$ cat src/rtl/sensor_timing_gen.sv
// rtl/sensor_timing_gen.sv - sensor-style frame timing and test-pattern generator paced by sampled 5 MHz ticks
module sensor_timing_gen #(
    parameter int H_ACTIVE = 16,
    parameter int H_BLANK  = 4,
    parameter int V_ACTIVE = 8,
    parameter int V_BLANK  = 2,
    parameter int FRONT    = 2,
    parameter int DATA_W   = 10
) (
    input  logic                        clk,
    input  logic                        rst_n,
    input  logic                        clk_5mhz,
    input  logic                        start,
    input  logic [1:0]                  pattern_sel,
    output logic                        busy,
    output logic                        frame_valid,
    output logic                        line_valid,
    output logic [DATA_W-1:0]           pix_data,
    output logic [$clog2(H_ACTIVE)-1:0] pix_x,
    output logic [$clog2(V_ACTIVE)-1:0] pix_y,
    output logic                        pix_tick,
    output logic                        frame_done
);

    localparam int XW   = $clog2(H_ACTIVE);
    localparam int YW   = $clog2(V_ACTIVE);
    localparam int CMAX = ((FRONT > H_BLANK ? FRONT : H_BLANK) > V_BLANK) ?
                          (FRONT > H_BLANK ? FRONT : H_BLANK) : V_BLANK;
    localparam int CW   = $clog2(CMAX) + 1;

    // Alternating 1010... word with the MSB set, used by the constant pattern.
    function automatic logic [DATA_W-1:0] alt_word();
        logic [DATA_W-1:0] v;
        v = '0;
        for (int i = 0; i < DATA_W; i++) begin
            v[i] = ((DATA_W - 1 - i) % 2 == 0);
        end
        return v;
    endfunction

    localparam logic [DATA_W-1:0] ALT = alt_word();

    typedef enum logic [2:0] {
        S_IDLE,
        S_FRONT,
        S_LINE,
        S_HBLANK,
        S_VBLANK
    } state_t;

    state_t            state_q, state_d;
    logic [CW-1:0]     cnt_q, cnt_d;
    logic [XW-1:0]     x_q, x_d;
    logic [YW-1:0]     y_q, y_d;
    logic [DATA_W-1:0] data_q, data_d;
    logic [1:0]        pat_q, pat_d;
    logic              clk5_q;
    logic              armed_q, armed_d;
    logic              busy_q, busy_d;
    logic              fv_q, fv_d;
    logic              lv_q, lv_d;
    logic              done_q, done_d;
    logic              ptick_q;
    logic              tick;

    // Rising edge of the sampled divider clock; clk5_q resets high so reset release never fakes a tick.
    assign tick = clk_5mhz & ~clk5_q;

    // Next-state logic: arming on start, frame sequencing on ticks, pixel value from next coordinates.
    always_comb begin
        state_d = state_q;
        cnt_d   = cnt_q;
        x_d     = x_q;
        y_d     = y_q;
        pat_d   = pat_q;
        armed_d = armed_q;
        busy_d  = busy_q;
        fv_d    = fv_q;
        lv_d    = lv_q;
        done_d  = 1'b0;
        data_d  = '0;

        // A start landing on the frame_done cycle is dropped so frames never abut.
        if (start && (state_q == S_IDLE) && !armed_q && !busy_q && !done_q) begin
            armed_d = 1'b1;
            busy_d  = 1'b1;
            pat_d   = pattern_sel;
        end

        if (tick) begin
            case (state_q)
                S_IDLE: begin
                    if (armed_q) begin
                        armed_d = 1'b0;
                        fv_d    = 1'b1;
                        cnt_d   = '0;
                        state_d = S_FRONT;
                    end
                end
                S_FRONT: begin
                    if (cnt_q == CW'(FRONT - 1)) begin
                        state_d = S_LINE;
                        lv_d    = 1'b1;
                        x_d     = '0;
                        y_d     = '0;
                    end else begin
                        cnt_d = cnt_q + 1'b1;
                    end
                end
                S_LINE: begin
                    if (x_q == XW'(H_ACTIVE - 1)) begin
                        state_d = S_HBLANK;
                        lv_d    = 1'b0;
                        cnt_d   = '0;
                    end else begin
                        x_d = x_q + 1'b1;
                    end
                end
                S_HBLANK: begin
                    if (cnt_q == CW'(H_BLANK - 1)) begin
                        cnt_d = '0;
                        if (y_q != YW'(V_ACTIVE - 1)) begin
                            y_d     = y_q + 1'b1;
                            x_d     = '0;
                            lv_d    = 1'b1;
                            state_d = S_LINE;
                        end else begin
                            fv_d    = 1'b0;
                            state_d = S_VBLANK;
                        end
                    end else begin
                        cnt_d = cnt_q + 1'b1;
                    end
                end
                S_VBLANK: begin
                    if (cnt_q == CW'(V_BLANK - 1)) begin
                        state_d = S_IDLE;
                        busy_d  = 1'b0;
                        done_d  = 1'b1;
                    end else begin
                        cnt_d = cnt_q + 1'b1;
                    end
                end
                default: state_d = S_IDLE;
            endcase
        end

        if (lv_d) begin
            case (pat_q)
                2'd0:    data_d = DATA_W'(x_d);
                2'd1:    data_d = DATA_W'(y_d);
                2'd2:    data_d = {DATA_W{x_d[0] ^ y_d[0]}};
                default: data_d = ALT;
            endcase
        end
    end

    // State and output registers; reset aborts any frame in progress.
    always_ff @(posedge clk or negedge rst_n) begin
        if (!rst_n) begin
            state_q <= S_IDLE;
            cnt_q   <= '0;
            x_q     <= '0;
            y_q     <= '0;
            data_q  <= '0;
            pat_q   <= '0;
            clk5_q  <= 1'b1;
            armed_q <= 1'b0;
            busy_q  <= 1'b0;
            fv_q    <= 1'b0;
            lv_q    <= 1'b0;
            done_q  <= 1'b0;
            ptick_q <= 1'b0;
        end else begin
            state_q <= state_d;
            cnt_q   <= cnt_d;
            x_q     <= x_d;
            y_q     <= y_d;
            data_q  <= data_d;
            pat_q   <= pat_d;
            clk5_q  <= clk_5mhz;
            armed_q <= armed_d;
            busy_q  <= busy_d;
            fv_q    <= fv_d;
            lv_q    <= lv_d;
            done_q  <= done_d;
            ptick_q <= tick;
        end
    end

    assign busy        = busy_q;
    assign frame_valid = fv_q;
    assign line_valid  = lv_q;
    assign pix_data    = data_q;
    assign pix_x       = x_q;
    assign pix_y       = y_q;
    assign pix_tick    = ptick_q;
    assign frame_done  = done_q;

endmodule

$ cat config.mk
export PLATFORM = sky130hd
export DESIGN_NAME = sensor_timing_gen
export DESIGN_NICKNAME = d
export VERILOG_FILES = /design/src/rtl/sensor_timing_gen.sv
export SDC_FILE = /design/constraint.sdc
export NUM_CORES = 1
export LEC_CHECK = 0
export ABC_CLOCK_PERIOD_IN_PS = 5400
export CAP_MARGIN = 20
export CORE_ASPECT_RATIO = 0.8
export CORE_MARGIN = 1
export CORE_UTILIZATION = 56
export CTS_CLUSTER_DIAMETER = 120
export DETAILED_ROUTE_END_ITERATION = 16
export PLACE_DENSITY_LB_ADDON = 0.08
export SYNTH_ARGS = -nofsm -noshare
export SYNTH_HDL_FRONTEND = slang
export SYNTH_SLANG_ARGS = --single-unit
$ cat constraint.sdc
create_clock -name clk -period 5.4 [get_ports clk]
set_input_delay 1.08 -clock clk [delete_from_list [all_inputs] [get_ports clk]]
set_output_delay 1.08 -clock clk [all_outputs]
set_load 0.02 [all_outputs]
# [After elaboration in Yosys (flattened, before gate mapping)]
# Cells that the tools add are included.
[word_totals] ff_bits=32 in_bits=6 word_cells=97
[classes] addsub=3 n_eq_ne=17 n_mux=46 bitwise=3 reduce_logical=15
[ops] op="$mux W3" n=14
[ops] op="$pmux W10 S3" n=1
[ops] op="$mux W4" n=5
[ops] op="$mux W1" n=19
[ops] op="$pmux W3 S5" n=1
[ops] op="$ne A2 B2 Y1 const B" n=7
[ops] op="$pmux W3 S4" n=1
[ops] op="$pmux W4 S3" n=1
[ops] op="$mux W10" n=1
[ops] op="$reduce_and A5 Y1" n=2
[ops] op="$eq A3 B2 Y1 const B" n=3
[ops] op="$add A3 B1 Y3 const B" n=2
[ops] op="$eq A3 B1 Y1 const B" n=2
[ops] op="$pmux W3 S2" n=1
[ops] op="$reduce_and A6 Y1" n=1
[ops] op="$add A4 B1 Y4 const B" n=1
[ops] op="$eq A4 B4 Y1 const B" n=1
[ops] op="$logic_and A1 B1 Y1" n=4
[ops] op="$reduce_bool A4 Y1" n=1
[ops] op="$eq A3 B3 Y1 const B" n=1
[ops] op="$logic_not A1 Y1" n=3
[ops] op="$logic_not A3 Y1" n=1
[ops] op="$ne A3 B3 Y1 const B" n=1
[ops] op="$pmux W1 S3" n=1
[ops] op="other kinds (9)" n=9

# [Depth between registers and ports, before layout]
# Gate-level depths: netlist of run 1.
[logic_depth] ltp_word=9 ltp_mapped=8

# [Worst setup path after synthesis of run 1]
# No wires, ideal clock.
[synth_timing] kind="in2reg" from="input port clk_5mhz" to="register data_q[2] (netlist: pix_data[2])" setup_time_ns=0.135 arrival_ns=2.270 t_required_ns=5.265 path_slack_ns=2.995 cell_stages=6 cell_sequence="nand2b_1 or3_4 o41ai_2 o41ai_1 a41oi_1 o31ai_1"
[synth_between] word_cells_on_any_way=7 cone_classes="mux (5); bitwise (2)"
[synth_rtl] item="from (decl)" line="12" text="input logic clk_5mhz,"
[synth_rtl] item="$and A1 B1 Y1" line="67" text="assign tick = clk_5mhz & ~clk5_q;"
[synth_rtl] item="$mux W4" line="90" text="if (tick) begin"
[synth_rtl] item="via x_d[2]" line="53" text="logic [XW-1:0] x_q, x_d;"
[synth_rtl] item="$pmux W10 S3" line="149" text="case (pat_q)"
[synth_rtl] item="$mux W10" line="148" text="if (lv_d) begin"
[synth_rtl] item="via data_d[2]" line="55" text="logic [DATA_W-1:0] data_q, data_d;"
[synth_rtl] item="to (signal assigned)" line="179" text="data_q <= data_d;"
[synth_rtl] item="to (decl)" line="55"
# The timed path passes the listed nets, and every way through them passes these cells.
# A chain may end at the register's enable or synchronous reset.

# [Worst setup path in the final report of run 1]
[layout_timing] from="input port clk_5mhz" to="register data_q[2] (netlist: pix_data[2])"
[layout_between] word_cells_on_any_way=7 cone_classes="mux (5); bitwise (2)"
[layout_rtl] item="$and A1 B1 Y1" line="67"
[layout_rtl] item="$mux W1" line="90"
[layout_rtl] item="via lv_d" line="61" text="logic lv_q, lv_d;"
[layout_rtl] item="$mux W10" line="148"
[layout_rtl] item="via data_d[2]" line="55"
# The timed path passes the listed nets, and every way through them passes these cells.

==> impl_metrics.csv, run 1 <==
group,metric,value,unit
clock_tree,cts_buffer_depth,2,
clock_tree,cts-root-buf,"clkbuf_4",
cells_and_area,fillers,194,
routing,route.detailed.drc,0,
synth,synth_flop_cell,"dfrtp_1",
clock_tree,postCtsSetupRepairBufs,0,
power,p_sw_frac,0.221,
global_route,grt_max_degree,29,
floorplanning,dieArea,0.00300,sq mm
setup_path,path_class,"primary input to flip-flop",
synth,synth-edff-count,0,
clock_tree,cts_hold_buf,0,
clock_tree,htree_levels,1,
power,p_int,260,uW
setup_path,arrival,3.05,ns
place,portBuffers,27,
global_route,grt_overflow,0,
setup_path,cp-end-kind,"flip-flop",
synth,netlist_area,0.00156,sq mm
cells_and_area,antenna_cells,0,
synth,synthArstFlopShare,1.00,
flow_run,drv_cap,0,
timing,drv_slew,0,
setup_path,worstPathRequired,5.63,ns
synth,synth_warnings,0,
floorplanning,placementRows,16,
synth,syn_avg_cell_area,10.2,sq um
timing,fmax,0.355,GHz
global_route,grt_pass1_vias,1202,
floorplanning,die_w,61.0,um
clock_tree,cts-resized-gates,0,
place,dpl.hpwl,2410,um
synth,syn_inst,153,
power,seq_power_share,0.637,
cells_and_area,drive_gt1_frac,0.141,
routing,dr.pass1.iters,4,
routing,num_vias,1261,
worst_hold_path,hold_class,"flip-flop to flip-flop",
clock_tree,cts_sinks,28,
global_route,antenna_found_initial,0,
timing,fin_skew,0.00467,ns
power,p_leak,0.000847,uW
floorplanning,die_y,49.2,um
timing,fin_setup_tns,0,ns
power,power_frac_clock,0.317,
status,status,"complete, no violations",
power,power.density,179,mW/mm^2
timing,setup_viol,0,
cells_and_area,final_util,0.735,
global_route,grt_pass1_wl,5470,um
floorplanning,start_util,0.614,
power,switchingPower,73.9,uW
power,finalPower,334,uW
setup_path,worst-path-max-fanout,7,
cells_and_area,nNetsFinal,190,
clock_tree,clk_pin_slew,0.15,ns
place,routabilityCongestion,0.863,
timing,finalHoldViolCount,0,
floorplanning,core,0.00254,sq mm
timing,worst_pin_slew,0.569,ns
cells_and_area,final_cell_mix,"dfrtp_1 (27), clkdlybuf4s50_1 (27), nand2_1 (11), nor2_1 (11), a21oi_1 (11)",
synth,synth-seq-cells,28,
routing,avgViaCountPerCell,5.92,
floorplanning,ioPinCount,28,
synth,syn_nets,165,
clock_tree,cts_buffers,3,
timing,hold_slack,0.524,ns
setup_path,crit_path_start_kind,"primary input",
clock_tree,cts_tree,"done",
clock_tree,clk_latency,0.34,ns
global_route,grt_usage,0.248,
routing,wl_per_cell,15.9,um
routing,final_antenna_net_count,0,
power,ir_drop,178,uV
synth,synth.distinct_cells,53,
routing,drt_iter0_markers,82,
timing,fin_crit,2.82,ns
timing,slew-limit-headroom,0.618,
timing,rsz0062_at_grt,"no",
power,p_comb_frac,0.046,
synth,seq_area_frac_synth,0.450,
timing,period_share,0.521,
setup_path,reg2reg_slack,2.76,ns
routing,finalWirelength,3390,um
cells_and_area,syn_to_final_growth,19.7,%
## cell families (layout without fill, tap and decap cells)
kind of cell    after synthesis  in the layout  share of synthesized area
compound gates               43             43                      0.209
xor+xnor                      1              1                     0.0104
fa+ha+maj                     6              6                     0.0481
buf+inv                      18             42                     0.0569
flops                        28             28                      0.450
mux                           6              6                     0.0449
simple gates                 51             51                      0.181
## Yosys cell counts (2+ instances only)
cell / instances / area, sq um
nor4_1: 2 / 12.5
o21ai_1: 2 / 10.0
a22o_1: 2 / 17.5
o21ai_0: 3 / 15.0
ha_1: 6 / 75.1
dfrtp_1: 27 / 676
and4_1: 2 / 17.5
nand2b_1: 2 / 12.5
a21o_1: 2 / 15.0
a41oi_1: 2 / 17.5
inv_1: 9 / 33.8
nand3_1: 2 / 10.0
o31ai_1: 2 / 15.0
mux2_2: 5 / 56.3
o41ai_1: 2 / 17.5
buf_4: 5 / 37.5
buf_2: 2 / 10.0
a21boi_1: 2 / 15.0
nor3_1: 8 / 40.0
and3_1: 2 / 12.5
nor2b_1: 2 / 12.5
nand2_1: 11 / 41.3
a21oi_1: 11 / 55.1
nor2_1: 11 / 41.3
## critical path: stages
cell and delay, ns:
clkdlybuf4s50_1 0.50, and4bb_2 0.28, o221ai_2 0.14, a22oi_1 0.52, nand2_1 0.20, o31ai_1 0.32
## area by class of cell
type	instances	area, sq um	area share
Timing Repair Buffer	28	278	0.149
Sequential cell	28	702	0.376
Multi-Input combinational cell	107	769	0.412
Clock buffer	4	36.3	0.0194
Inverter	10	37.5	0.0201
Tap cell	36	45.0	0.0241
## power groups by stage
stage,Combinational (uW),Clock [uW],Sequential (uW)
floorplan,2.43,0,218
global placement,14.9,0,216
detailed placement,15.5,0,216
CTS,15.7,108,213
global route,16.9,116,213
finish,15.4,106,213
## path summary, 6_finish.rpt
path                               start          end  depth (start not counted)
min in group asynchronous          rst_n     pix_tick                          2
worst min-delay path             armed_q      armed_q                          2
worst max-delay path            clk_5mhz  pix_data[2]                          6
worst max register to register  cnt_q[0]  pix_data[2]                          7
max in group asynchronous          rst_n       clk5_q                          2
worst min register to register   armed_q      armed_q                          2
## layer usage
metal	up-vias	track usage	share of wire
met3	4	0.0690	0.061
met1	601	0.369	0.48
met5	-	0	0
met2	54	0.357	0.45
li1	602	-	-
met4	0	0.0644	0.0097
## through the flow
| step | cell area (sq um) | std cells | setup slack (ns) |
|---|---|---|---|
| 2_1_floorplan | 1560 | 153 | 2.99 |
| 3_3_place_gp | 1830 | 209 | 2.41 |
| 3_5_place_dp | 1830 | 209 | 2.29 |
| 4_1_cts | 1870 | 213 | 2.63 |
| 5_1_grt | 1870 | 213 | 2.54 |
| 6_report | 1870 | 213 | 2.58 |
## sequential cells by signal, summed over array words and instances, names as in the netlist, 2 cells and up
register,flops
pix_data,6
cnt_q,3
state_q,3
pix_x,4
pat_q,2
pix_y,3
No activity file was read; power rests on OpenSTA's default activity.
==> run 2: changes to the inputs <==
--- a/config.mk
+++ b/config.mk
@@ -5,11 +5,11 @@
 export SDC_FILE = /design/constraint.sdc
 export NUM_CORES = 1
 export LEC_CHECK = 0
-export ABC_CLOCK_PERIOD_IN_PS = 5400
+export ABC_CLOCK_PERIOD_IN_PS = 2350
 export CAP_MARGIN = 20
 export CORE_ASPECT_RATIO = 0.8
 export CORE_MARGIN = 1
-export CORE_UTILIZATION = 56
+export CORE_UTILIZATION = 47
 export CTS_CLUSTER_DIAMETER = 120
 export DETAILED_ROUTE_END_ITERATION = 16
 export PLACE_DENSITY_LB_ADDON = 0.08
==> constraint.sdc (replaced) <==
create_clock -name clk -period 2.35 [get_ports clk]
set_input_delay 0.47 -clock clk [delete_from_list [all_inputs] [get_ports clk]]
set_output_delay 0.47 -clock clk [all_outputs]
set_load 0.02 [all_outputs]
==> run 2 against run 1 <==
  * Design area grew 4.5%
  * Routed wire length grew 4.0%
  * Via count up 2.9%
  * Largest cell class unchanged
==> impl_metrics.csv, run 2 (synthesis gave the netlist of run 1 again) <==
group,metric,value,unit
cells_and_area,largest_register_ffs,6,
timing,worst_pin_slew,0.571,ns
global_route,grt_pass1_wl,5890,um
routing,avgViaCountPerCell,5.76,
timing,period_share,0.921,
routing,route.detailed.drc,0,
power,power_frac_clock,0.369,
power,p_sw_frac,0.215,
place,portBuffers,27,
floorplanning,dieArea,0.00356,sq mm
clock_tree,htree_levels,1,
routing,final_antenna_net_count,0,
floorplanning,die_w,66.4,um
cells_and_area,nNetsFinal,198,
timing,fin_setup_tns,0,ns
timing,slew-limit-headroom,0.616,
power,p_int,654,uW
setup_path,worstPathRequired,2.52,ns
cells_and_area,antenna_cells,0,
timing,fmax,0.462,GHz
cells_and_area,syn_to_final_growth,25.1,%
clock_tree,cts_buffers,3,
worst_hold_path,hold_class,"flip-flop to flip-flop",
timing,fin_skew,0.00227,ns
worst_hold_path,whs_path_depth,2,
power,p_comb_frac,0.045,
status,status,"complete, no violations",
clock_tree,cts_tree,"done",
clock_tree,cts_sinks,28,
power,p_leak,0.000895,uW
routing,wl_per_cell,15.7,um
cells_and_area,drive_gt1_frac,0.178,
floorplanning,core,0.00313,sq mm
floorplanning,die_y,53.5,um
global_route,grt_max_degree,29,
setup_path,arrival,2.34,ns
clock_tree,clk_pin_slew,0.10,ns
clock_tree,cts-root-buf,"clkbuf_8",
power,switchingPower,179,uW
timing,rsz0062_at_grt,"no",
cells_and_area,fillers,261,
global_route,grt_usage,0.231,
setup_path,worst-path-max-fanout,4,
timing,setup_viol,0,
setup_path,cp-end-kind,"flip-flop",
timing,fin_crit,2.17,ns
place,dpl.hpwl,2620,um
place,place_ws,-0.0827,ns
clock_tree,clk_latency,0.28,ns
flow_run,drv_cap,0,
power,power.density,427,mW/mm^2
floorplanning,start_util,0.498,
setup_path,path_class,"flip-flop to flip-flop",
routing,finalWirelength,3520,um
routing,dr.pass1.iters,4,
global_route,grt_overflow,0,
routing,drt_iter0_markers,83,
floorplanning,ioPinCount,28,
power,ir_drop,338,uV
timing,drv_slew,0,
place,routabilityCongestion,0.875,
global_route,antenna_found_initial,0,
power,seq_power_share,0.586,
cells_and_area,final_cell_mix,"dfrtp_1 (27), clkdlybuf4s50_1 (27), nand2_1 (11), nor2_1 (11), a21oi_1 (11)",
routing,num_vias,1297,
global_route,grt_pass1_vias,1207,
floorplanning,placementRows,18,
clock_tree,cts-resized-gates,0,
setup_path,rr_worst_depth,8,
timing,worst_slack,0.185,ns
cells_and_area,final_util,0.624,
timing,finalHoldViolCount,0,
clock_tree,cts_buffer_depth,2,
setup_path,crit_path_start_kind,"flip-flop",
[run 2: cell count changes in the layout (fill, tap and decap cells not counted), sizes merged]
cell | before | now
buf | 1 | 9
[run 2: metal layers]
layer,vias to the layer above,part of all wire,track usage
li1,619,-,-
met1,633,0.49,0.333
met2,38,0.45,0.337
met3,7,0.045,0.0572
met4,0,0.012,0.0816
met5,-,0,0
[run 2: path summary, 6_finish.rpt]
kind | slack [ns] | start | end
setup / recovery | 0.18 | cnt_q[0] | pix_data[0]
hold / removal | 0.52 | armed_q | armed_q
setup reg to reg | 0.18 | cnt_q[0] | pix_data[0]
hold reg to reg | 0.52 | armed_q | armed_q
max in group asynchronous | 1.49 | rst_n | clk5_q
min in group asynchronous | 0.56 | rst_n | cnt_q[0]
[run 2: final cells by class]
class	count	area, sq um	area share
clock buffer	4	55.1	0.0282
multi-input combinational	107	769	0.394
timing repair buffer	36	338	0.173
inverter	10	37.5	0.0192
sequential	28	702	0.360
tap	40	50.0	0.0256
[run 2: power by group through the flow]
| stage | clock, uW | combinational [uW] | sequential [uW] |
|---|---|---|---|
| after floorplan | 0 | 5.59 | 500 |
| after global placement | 0 | 37.7 | 497 |
| after detailed placement | 0 | 38.5 | 498 |
| after CTS | 314 | 38.5 | 488 |
| after global routing | 332 | 41.9 | 489 |
| final | 307 | 37.6 | 488 |
[run 2: critical path, cell delays in order (launching register included)]
cell      delay [ns]
dfrtp_1         0.43
ha_1            0.24
ha_1            0.21
a21boi_1        0.16
o221ai_2        0.28
mux2i_2         0.15
buf_4           0.16
o211a_1         0.19
o31a_1          0.23
[run 2: what timing repair did]
action / CTS / global route
buffers inserted: 0 / 1
hold buffers: 0 / 0
endpoints found under the setup margin: 0 / 1
[run 2: stage by stage]
stage | power, uW | hold slack, ns | cells | instance area [sq um]
floorplan | 506 | 0.174 | 153 | 1560
global placement | 535 | 0.485 | 220 | 1890
detailed placement | 536 | 0.501 | 220 | 1890
CTS | 841 | 0.524 | 224 | 1940
global route | 863 | 0.582 | 225 | 1950
finish | 833 | 0.520 | 225 | 1950
==> RTL change 1, RTL diff (flow settings as in run 2) <==
`data_q` no longer has a reset.
--- a/src/rtl/sensor_timing_gen.sv
+++ b/src/rtl/sensor_timing_gen.sv
@@ -162,7 +162,6 @@
             cnt_q   <= '0;
             x_q     <= '0;
             y_q     <= '0;
-            data_q  <= '0;
             pat_q   <= '0;
             clk5_q  <= 1'b1;
             armed_q <= 1'b0;
@@ -176,7 +175,6 @@
             cnt_q   <= cnt_d;
             x_q     <= x_d;
             y_q     <= y_d;
-            data_q  <= data_d;
             pat_q   <= pat_d;
             clk5_q  <= clk_5mhz;
             armed_q <= armed_d;
@@ -188,6 +186,10 @@
         end
     end
 
+    always_ff @(posedge clk) begin
+        data_q <= data_d;
+    end
+
     assign busy        = busy_q;
     assign frame_valid = fv_q;
     assign line_valid  = lv_q;
Formal check against the unedited RTL: differs if rst_n is asserted again (counterexample within 10 cycles, from zero or initial values and one cycle with rst_n low); with rst_n held inactive, the same outputs for 10 cycles.
==> RTL change 1 against run 2 <==
  * Critical endpoint is now pix_data[0]
  * Area after synthesis up 3.5%
  * Critical path depth unchanged
  * First-iteration DRC count is 31% lower
  * Setup slack worse by 0.039 ns
  * Sequential cell count unchanged
  * Wire length grew 0.20%
  * Design area rose by 6.4%
Power is not compared: it rests on default switching activity, and its combinational part moved more than twofold at a synthesized area within 25%.
==> RTL change 1: results (changes against run 2) <==
- The worst hold-check slack was 0.499 ns (was 0.520 ns).
- The clock-pin slew of the registers on the worst-case setup and hold paths is 0.11 ns.
- The multi-input combinational gate total is 113 (was 107).
- The share of the final layout cell area in multi-input gates is 41.3% (was 39.4%).
- The overall track demand over capacity in global routing was 21.1% (was 23.1%).
- The largest fanout on the critical path is 5 (was 4).
- The fraction of layout instances using a drive strength above 1 was 22.1% (was 17.8%).
- The net count reported at finish is 212 (was 198).
- The non-clock buffer total of the final layout is 41 (was 36).
- The cell area after placement is 1990 µm² (was 1890 µm²).
- The number of vias after detailed routing came to 1328 (was 1297).
- For the sequential group, total power comes out at 0.790 mW.
- The signal arrival time at the worst endpoint is 2.38 ns (was 2.34 ns).
- The proportion of final cell area spent on non-clock buffers is 18.1% (was 17.3%).
- The worst setup slack before clock tree synthesis came to -0.0668 ns (was -0.0827 ns).
- The register area share after synthesis came to 41.6% (was 45.0%).
- The leakage power figure is ~0.9 nW.
- The critical path's top delay family was compound AO/OA/AOI/OAI gates (unchanged).
- The average footprint of a synthesized cell is 9.97 µm² (was 10.2 µm²).
- Most common library cells after synthesis: 21 x dfrtp_1, 13 x a21oi_1, 13 x nand2_1, 11 x nor2_1, 10 x inv_1 (was 27 x dfrtp_1, 11 x a21oi_1, 11 x nand2_1, 11 x nor2_1, 9 x inv_1).
- The clock buffer and inverter area fraction after layout came to 3.43% (was 2.82%).
- The final-layout fill cell count came to 253 (was 261).
- The clock skew is 0.0159 ns (was 0.00227 ns).
- The global placer's final weighted congestion is 0.855 (was 0.875).
- The number of DRC violations after detailed-routing iteration 0 is 57 (was 83).
- The wire length of the first global-routing pass is 5670 µm (was 5890 µm).
- The warning count from the yosys run is 0 (unchanged).
- Outcome: finished clean (unchanged).
- The final routed wire length divided by cell count is 14.8 µm (was 15.7 µm).
- The proportion of total power due to net switching is between 40 and 50%.
- The cell count after placement was 235 (was 220).
- The class of the worst hold path was in -> async (was reg -> reg).
- The sequential portion of the cell area is 32.3% (was 36.0%).
- Top cells by area, synth: dfrtp_1 33%, dfxtp_1 7.4%, ha_1 4.6% (was dfrtp_1 43%, ha_1 4.8%, mux2_2 3.6%).
- The HPWL after detailed placement is 2690 µm (was 2620 µm).
- The fraction of the core area covered by cells at the end of the flow is 65.4% (was 62.4%).
- The slew at the pin with the worst max-slew slack is 0.471 ns (was 0.571 ns).
- The pin count of the biggest net entering global routing is 17 (was 29).
- The inverter count of the layout excluding clock inverters is 13 (was 10).
- The endpoint of the most critical register-to-register path is pix_data[0] (unchanged).
- The count of placed standard cells in the final layout, fillers left out is 239 (was 225).
- The worst setup slack for register-to-register paths is 0.15 ns (was 0.18 ns).
- The net count after synthesis is 174 (was 165).
- The number of global-route vias before repair is 1174 (was 1207).
- The fraction of synthesis flops using an asynchronous set or reset pin was 78.6% (was 100%).
- The number of library cell types mapped by synthesis is 58 (was 53).
- The final period demand of the worst path was 2.20 ns (was 2.17 ns).
[RTL change 1: logic make-up (layout without fill, tap and decap cells)]
kind of cell	Yosys count	after routing	share of synthesized area (%)
AO/OA/AOI/OAI	39	39	19.2
XOR/XNOR	1	1	1.01
adder cells (fa/ha/maj)	6	6	4.65
buffers and inverters	21	58	6.43
flip-flops	28	28	41.6
multiplexers	5	5	4.11
AND/OR/NAND/NOR	62	62	23.0
[RTL change 1: worst max-delay path by stage]
| stage | to | depth (start not counted) |
|---|---|---|
| 3_5_place_dp | pix_data[1] | 7 |
| 5_1_grt | pix_data[3] | 10 |
| 2_1_floorplan | pix_data[0] | 8 |
| 6_report | pix_data[0] | 8 |
| 4_1_cts | pix_data[3] | 10 |
| 3_3_place_gp | pix_data[7] | 7 |
[RTL change 1: metal layers]
layer | routed length [µm] | global-route usage (%)
met2 | 1550 | 31.7
met1 | 1750 | 31.3
met3 | 213 | 4.58
met4 | 15 | 3.19
met5 | 0 | 0
==> RTL change 2, RTL diff (config.mk and constraints of run 2) <==
Without the edit above. `V_BLANK`: 2 -> 4.
--- a/src/rtl/sensor_timing_gen.sv
+++ b/src/rtl/sensor_timing_gen.sv
@@ -3,7 +3,7 @@
     parameter int H_ACTIVE = 16,
     parameter int H_BLANK  = 4,
     parameter int V_ACTIVE = 8,
-    parameter int V_BLANK  = 2,
+    parameter int V_BLANK  = 4,
     parameter int FRONT    = 2,
     parameter int DATA_W   = 10
 ) (
Behaviour: no difference found for any inputs over 10 cycles, from zero or initial values and one cycle with rst_n low; that may be too few to reach the edited logic, so the function may still have changed.
==> RTL change 2 against run 2 <==
  * Sequential cell count unchanged
  * Area after synthesis grew 2.4%
  * Design area rose by 2.2%
  * Die area grew 2.3%
  * Wire length grew 3.2%
  * Setup slack lost 0.018 ns
Power is not compared: it rests on default switching activity, and its combinational part moved more than twofold at a synthesized area within 25%.
==> RTL change 2: results (changes against run 2) <==
- The sum of negative setup slack is 0 ns (unchanged).
- The largest fanout on the critical path is 6 (was 4).
- The signal arrival time at the worst endpoint came to 2.36 ns (was 2.34 ns).
- The register area share after synthesis was 43.9% (was 45.0%).
- The fraction of layout instances using a drive strength above 1 is 17.2% (was 17.8%).
- The switching power total is approximately 1.0 mW.
- The overall track demand over capacity in global routing is 22.5% (was 23.1%).
- The number of H-tree levels is 1 (unchanged).
- The fraction of synthesis flops using an asynchronous set or reset pin was 100% (unchanged).
- The met1 capacity usage during global routing is 32.2% (was 33.3%).
- The number of buffers added for setup after CTS was 0 (unchanged).
- The worst reg2reg path depth came to 7 (was 8).
- The number of DRC violations after detailed-routing iteration 0 was 125 (was 83).
- The wire length of the first global-routing pass is 5890 µm (about the same).
- The class of the worst hold path is reg -> reg (unchanged).
- For this design the static power due to leakage is approximately 0.89 nW.
- The CTS buffer count is 3 (unchanged).
- The HPWL after detailed placement is 2700 µm (was 2620 µm).
- The worst setup slack before clock tree synthesis is -0.107 ns (was -0.0827 ns).
- The number of library cell types mapped by synthesis is 48 (was 53).
- Outcome: finished clean (unchanged).
- The length of the first detailed-routing pass in iterations is 4 (unchanged).
- The met3 usage in global routing was 5.72% (unchanged).
- The number of vias after detailed routing came to 1337 (was 1297).
- The slew at the pin with the worst max-slew slack is 0.500 ns (was 0.571 ns).
- The number of global-route vias before repair is 1227 (was 1207).
- The number of I/O port buffers is 27 (unchanged).
- The horizontal extent of the die was 67.2 µm (was 66.4 µm).
- The met2 track utilization from global routing is 33.5% (was 33.7%).
- The worst hold path depth was 2 (unchanged).
- The final-layout fill cell count is 272 (was 261).
- The net count reported at finish was 211 (was 198).
- The number of resized instances in the post-cts repair step came to 0 (unchanged).
- The clock skew was 0.00214 ns (was 0.00227 ns).
- The global placer's final weighted congestion is 0.941 (was 0.875).
- Most common library cells after synthesis: 27 x dfrtp_1, 21 x nand2_1, 13 x a21oi_1, 10 x nor2_1, 9 x inv_1 (was 27 x dfrtp_1, 11 x a21oi_1, 11 x nand2_1, 11 x nor2_1, 9 x inv_1).
- Top cells by area, synth: dfrtp_1 42%, nand2_1 4.9%, ha_1 4.7% (was dfrtp_1 43%, ha_1 4.8%, mux2_2 3.6%).
- The net count after synthesis is 176 (was 165).
- The final routed wire length divided by cell count is 15.3 µm (was 15.7 µm).
- The initial antenna violation count came to 0 (unchanged).
- IR analysis of the VDD net gives a maximum drop of around 0.63 mV.
RTL change 2: changes by cell type after synthesis, sizes merged, moves of 3 or more:
cell and change:
nand2 +10, a21oi +3, nand3 +3, o21ai +3
o41ai -3, or4 +3
RTL change 2: critical path, stage by stage (launching register included):
cell and delay [ns]:
dfrtp_1 0.44, ha_1 0.25, and3_1 0.28, or4_1 0.44
o21ai_2 0.14, a22o_4 0.18, nor4_1 0.06, o31a_1 0.30
RTL change 2: worst paths after layout:
| path | from | to | slack (ns) |
|---|---|---|---|
| min | cnt_q[1] | cnt_q[1] | 0.52 |
| max in group asynchronous | rst_n | clk5_q | 1.49 |
| min in group asynchronous | rst_n | cnt_q[1] | 0.56 |
| max reg2reg | pix_x[1] | pix_data[0] | 0.17 |
| max | pix_x[1] | pix_data[0] | 0.17 |
| min reg2reg | cnt_q[1] | cnt_q[1] | 0.52 |
RTL change 2: stage by stage:
stage / std cells / area, µm² / hold slack, ns
finish: 238 / 1990 / 0.524
global route: 238 / 1990 / 0.594
CTS: 238 / 1990 / 0.528
detailed placement: 234 / 1930 / 0.505
global placement: 234 / 1930 / 0.488
floorplan: 164 / 1600 / 0.174
RTL change 2: cell type report:
class	count	area, µm²	share of cell area [%]
clock buffer	4	55.1	2.76
inverter	9	33.8	1.69
multi-input combinational	119	801	40.2
sequential	28	702	35.2
tap	40	50.0	2.51
timing repair buffer	38	353	17.7
RTL change 2: cells by family (layout without fill, tap and decap cells):
logic type	Yosys count	after routing	synth area share, %
adder cells (fa/ha/maj)	6	6	4.70
AO/OA/AOI/OAI	42	42	18.0
buffers and inverters	17	51	6.42
XOR/XNOR	2	2	1.57
AND/OR/NAND/NOR	64	64	21.5
multiplexers	5	5	3.92
flip-flops	28	28	43.9
RTL change 2: metal layers:
layer  share of wire [%]  up-vias  wire, µm
met5                   0        -         0
met4                 1.2        0        45
met3                 6.4        6       233
met2                  44       54      1600
met1                  48      626      1760
li1                    -      651         -
RTL change 2: power groups by stage:
stage                     clock, mW  combinational (mW)  sequential, mW
after floorplan                   0               0.735           0.907
after global placement            0                1.16           0.843
after detailed placement          0                1.18           0.861
after CTS                     0.314                1.19           0.848
after global routing          0.330                1.33           0.879
final                         0.303                1.20           0.853
